==> config.mk <==
export PLATFORM = sky130hd
export DESIGN_NAME = serial_sub_ctrl
export DESIGN_NICKNAME = d
export VERILOG_FILES = /design/src/rtl/pkg_sub_defs.sv /design/src/rtl/fullsub_bit.sv /design/src/rtl/serial_sub_ctrl.sv
export SDC_FILE = /design/constraint.sdc
export NUM_CORES = 1
export LEC_CHECK = 0
export CORE_ASPECT_RATIO = 1.4
export CORE_MARGIN = 2
export CORE_UTILIZATION = 32
export CTS_BUF_LIST = sky130_fd_sc_hd__clkbuf_4
export DETAILED_ROUTE_END_ITERATION = 10
export MAX_ROUTING_LAYER = met4
export PLACE_DENSITY = 0.56
export SKIP_CTS_REPAIR_TIMING = 1
export SYNTH_ARGS = -nofsm -noshare
export SYNTH_HDL_FRONTEND = slang
export SYNTH_HIERARCHICAL = 1
export SYNTH_SLANG_ARGS = --single-unit
==> constraint.sdc <==
create_clock -name clk -period 2.3 [get_ports clk]
set_input_delay 0.69 -clock clk [delete_from_list [all_inputs] [get_ports clk]]
set_output_delay 0.69 -clock clk [all_outputs]
set_load 0.03 [all_outputs]
==> src/rtl/pkg_sub_defs.sv <==
// rtl/pkg_sub_defs.sv - shared state encoding and sizing helper for subtractor controllers
package pkg_sub_defs;

    typedef enum logic [1:0] {
        ST_IDLE = 2'd0,
        ST_RUN  = 2'd1,
        ST_DONE = 2'd2
    } sub_state_t;

    // Bit-index width: clog2 of the operand width, never narrower than one bit
    function automatic int idx_bits(input int width);
        return (width > 1) ? $clog2(width) : 1;
    endfunction

endpackage

==> src/rtl/fullsub_bit.sv <==
// rtl/fullsub_bit.sv - one-bit full-subtractor cell
module fullsub_bit (
    input  logic i_x,
    input  logic i_y,
    input  logic i_bin,
    output logic o_d,
    output logic o_bout
);

    assign o_d    = i_x ^ i_y ^ i_bin;
    assign o_bout = (~i_x & i_y) | (~(i_x ^ i_y) & i_bin);

endmodule

==> src/rtl/serial_sub_ctrl.sv <==
// rtl/serial_sub_ctrl.sv - bit-serial unsigned subtractor, one bit per cycle LSB first
module serial_sub_ctrl
    import pkg_sub_defs::*;
#(
    parameter int WIDTH = 8
) (
    input  logic             clk,
    input  logic             rst,
    input  logic             start,
    input  logic [WIDTH-1:0] a,
    input  logic [WIDTH-1:0] b,
    output logic [WIDTH-1:0] diff,
    output logic             borrow,
    output logic             busy,
    output logic             done
);

    localparam int               IW       = idx_bits(WIDTH);
    localparam logic [IW-1:0]    LAST_IDX = IW'(WIDTH - 1);
    localparam logic [WIDTH-1:0] ONE      = WIDTH'(1);

    sub_state_t       r_state;
    sub_state_t       w_next;
    logic [WIDTH-1:0] r_a;
    logic [WIDTH-1:0] r_b;
    logic [WIDTH-1:0] r_diff;
    logic [IW-1:0]    r_idx;
    logic             r_bin;
    logic             r_borrow;
    logic [WIDTH-1:0] w_a_sh;
    logic [WIDTH-1:0] w_b_sh;
    logic             w_d;
    logic             w_bout;
    logic             w_last;

    // Shift-then-pick avoids index-width mismatches when WIDTH is 1
    assign w_a_sh = r_a >> r_idx;
    assign w_b_sh = r_b >> r_idx;
    assign w_last = (r_idx == LAST_IDX);

    fullsub_bit u_cell (
        .i_x    (w_a_sh[0]),
        .i_y    (w_b_sh[0]),
        .i_bin  (r_bin),
        .o_d    (w_d),
        .o_bout (w_bout)
    );

    always_ff @(posedge clk) begin
        if (rst) begin
            r_state <= ST_IDLE;
        end else begin
            r_state <= w_next;
        end
    end

    always_comb begin
        w_next = r_state;
        case (r_state)
            ST_IDLE: if (start) w_next = ST_RUN;
            ST_RUN:  if (w_last) w_next = ST_DONE;
            ST_DONE: w_next = ST_IDLE;
            default: w_next = ST_IDLE;
        endcase
    end

    always_comb begin
        busy = (r_state == ST_RUN);
        done = (r_state == ST_DONE);
    end

    always_ff @(posedge clk) begin
        if (rst) begin
            r_a      <= '0;
            r_b      <= '0;
            r_diff   <= '0;
            r_idx    <= '0;
            r_bin    <= 1'b0;
            r_borrow <= 1'b0;
        end else begin
            case (r_state)
                ST_IDLE: begin
                    if (start) begin
                        r_a   <= a;
                        r_b   <= b;
                        r_idx <= '0;
                        r_bin <= 1'b0;
                    end
                end
                ST_RUN: begin
                    r_diff <= (r_diff & ~(ONE << r_idx)) | (WIDTH'(w_d) << r_idx);
                    r_bin  <= w_bout;
                    if (w_last) begin
                        r_borrow <= w_bout;
                    end else begin
                        r_idx <= r_idx + IW'(1);
                    end
                end
                default: ;
            endcase
        end
    end

    assign diff   = r_diff;
    assign borrow = r_borrow;

endmodule

==> results.sh <==
export IMPL_core_mm2=0.00427
export IMPL_syn_to_final_growth_pct=31.6
export IMPL_nets=219
export IMPL_synthMuxAreaShare_pct=6.29
export IMPL_syn_inst=159
export IMPL_synth_simple_area_share_pct=22.5
export IMPL_first_iter_violations=22
export IMPL_crit_buf_inv=0
export IMPL_ios=30
export IMPL_period_share_pct=94.6
export IMPL_place_hpwl_um=2280
export IMPL_synthXorXnorAreaFrac_pct=0
export IMPL_yosysSeqAreaShare_pct=43.4
export IMPL_ir_drop_v=0.000285
export IMPL_internal_power_uw=772
export IMPL_synthTopCellsByArea="dfxtp_1 (43%), nand2_1 (13%), a21oi_1 (6.6%), mux4_2 (6.3%), a32o_1 (5.6%)"
export IMPL_grt_max_degree=18
export IMPL_mappedNetlistNets=185
export IMPL_fill_cells=455
export IMPL_max_freq_mhz=460
export IMPL_ys_ff_latch=31
export IMPL_maxCapViolCount=0
export IMPL_rows=28
export IMPL_vias_per_cell=4.82
export IMPL_synth_edf_count=0
export IMPL_drc=0
export IMPL_total_power_uw=1060
export IMPL_cp_common_cell="nand2_1"
export IMPL_start_kind="flop"
export IMPL_reg2reg_setup_slack_ps=120
export IMPL_synthFlopType="dfxtp_1"
export IMPL_ys_async_sr_fraction_pct=0
export IMPL_crit_chain="mux4_2 -> nand2_1 -> nand2_1 -> fa_1 -> nand2_2 -> nor4b_4 -> a32o_1"
export IMPL_synth_most_common_cell="nand2_1"
export IMPL_insertion_delay_ps=340
export IMPL_syn_avg_cell_area_um2=9.00
export IMPL_clk_pin_slew_ps=110
export IMPL_antenna_found_initial=0
export IMPL_hold_violations=0
export IMPL_crit_path_end_kind="flop"
export IMPL_grt_remaining_overflow=0
export IMPL_yosysWarningCount=6
export IMPL_cts_tree="built"
export IMPL_cts_sinks=31
export IMPL_drive_above_1_share_pct=14.9
export IMPL_final_antenna_net_count=0
export IMPL_fin_crit_ps=2180
export IMPL_via_count=1225
export IMPL_place_ws_ps=53.3
export IMPL_critical_path_arrival_ps=2460
export IMPL_synth_commonest_cells="nand2_1 (51), dfxtp_1 (31), a21oi_1 (19)"
export IMPL_grt_pass1_vias=1175
export IMPL_tightest_slew_ps=409
export IMPL_start_util_pct=33.5
export IMPL_clkPwrFrac_pct=30.7
export IMPL_path_class="flop to flop"
export IMPL_p_comb_share_pct=15.6
export IMPL_htree_levels=2
export IMPL_hp_class="flop to flop"
export IMPL_slew_violations=0
export IMPL_synth_fa_ha_area_share_pct=6.64
export IMPL_status="finished clean"
export IMPL_switchingPower_uw=289
export IMPL_layout_setup_ws_ps=124
export IMPL_cts_root_buf="clkbuf_4"
export IMPL_synth_top_family_by_area="simple AND/OR/NAND/NOR gates"
export IMPL_fp_dieH_um=83.1
export IMPL_cts_buffers=5
export IMPL_path_max_fanout=3
export IMPL_finClkSkew_ps=17.0
export IMPL_power_frac_seq_pct=53.7
export IMPL_io_buffers=29
export IMPL_critical_path_required_ps=2590
export IMPL_grt_pass1_wl_um=5190
export IMPL_slowest_delay_ps=560
export IMPL_switching_share_pct=27.2
export IMPL_die_w_um=60.5
export IMPL_wl_per_cell_um=11.7
export IMPL_track_usage_pct=13.7
export IMPL_p_leak_uw=0.000735
export IMPL_multi_input_area_um2=733
export IMPL_setup_viol=0
export IMPL_crit_family="adder cells"
export IMPL_synth_area_mm2=0.00143
export IMPL_synth_top_cell_area_share_pct=43.4
export IMPL_slowest_stage="fa_1"
export IMPL_synth_cell_types=29
export IMPL_seq_area_um2=626
export IMPL_rsz0062_at_grt="false"
export IMPL_dieArea_mm2=0.00503
export IMPL_wirelength_um=2970
export IMPL_synth_top_area_cell="dfxtp_1"
export IMPL_power_density_mw_per_mm2=563
export IMPL_diodes=0
export IMPL_timing_slew_headroom_pct=72.6
export IMPL_drt_pass1_iter_count=4
export IMPL_clk_path_buf_depth=2
export IMPL_synth_compound_area_share_pct=14.2
export IMPL_place_gp_congestion=0.851
[final timing paths]
path                                end  startpoint  cells after the start
worst min register to register   r_b[0]      r_b[0]                      2
worst max register to register  diff[3]    r_idx[1]                      7
worst min-delay path             r_b[0]      r_b[0]                      2
worst max-delay path            diff[3]    r_idx[1]                      7
[kinds of logic after synthesis]
family | after synthesis
multiplexers | 4
flip-flops | 31
adder cells (fa/ha/maj) | 7
buffers and inverters | 18
AO/OA/AOI/OAI | 31
AND/OR/NAND/NOR | 68
[flip-flops by register name, indices dropped and copies added (netlist names)]
signal	cells
diff	8
r_a	8
r_b	8
r_idx	3
r_state	2
borrow	1
r_bin	1
[cells in the final DEF (no fill, tap or decap), types with 2 or more instances in the layout]
cell type        instances
a21oi_1                 19
a32o_1                   8
buf_4                    8
clkbuf_4                 6
clkdlybuf4s50_1         27
dfxtp_1                 29
dlymetal6s2s_1           2
ha_1                     6
inv_1                    6
mux4_2                   4
nand2_1                 50
nor2_1                   2
nor3b_2                  2
o21ai_0                  2
o32ai_1                  2
[per-stage QoR]
stage | hold WS [ps] | std cells | setup TNS, ps | util (%) | cell area, um^2
after floorplan | 433 | 159 | 0 | - | 1440
after global placement | 443 | 246 | 0 | 42.0 | 1800
after detailed placement | 448 | 246 | 0 | 42.0 | 1800
after CTS | 462 | 254 | -288 | 43.4 | 1850
after global routing | 483 | 254 | 0 | 44.1 | 1880
final | 456 | 254 | 0 | 44.1 | 1880
[metal layers]
metal / share of wire (%) / track usage [%]
met1: 41 / 13.9
met2: 52 / 23.4
met3: 4.9 / 4.67
met4: 2.4 / 5.34
met5: 0 / -
[worst reg2reg max path: stages (launching register included)]
cell	delay [ps]
dfxtp_4	380
mux4_2	490
nand2_1	80
nand2_1	70
fa_1	560
nand2_2	90
nor4b_4	290
a32o_1	160
[power groups by stage]
stage               Combinational, uW  Clock, uW  Sequential, uW
finish                            165        326             570
global route                      184        359             573
CTS                               162        341             571
detailed placement                161          0             583
global placement                  159          0             583
floorplan                        98.9          0             584
[cell type report]
type / count / share of cell area (%)
Clock buffer: 6 / 2.39
Clock inverter: 2 / 0.664
Inverter: 7 / 1.39
Multi-Input combinational cell: 110 / 38.9
Sequential cell: 31 / 33.2
Tap cell: 60 / 3.98
Timing Repair Buffer: 38 / 19.5
No activity file was read; power rests on OpenSTA's default activity.
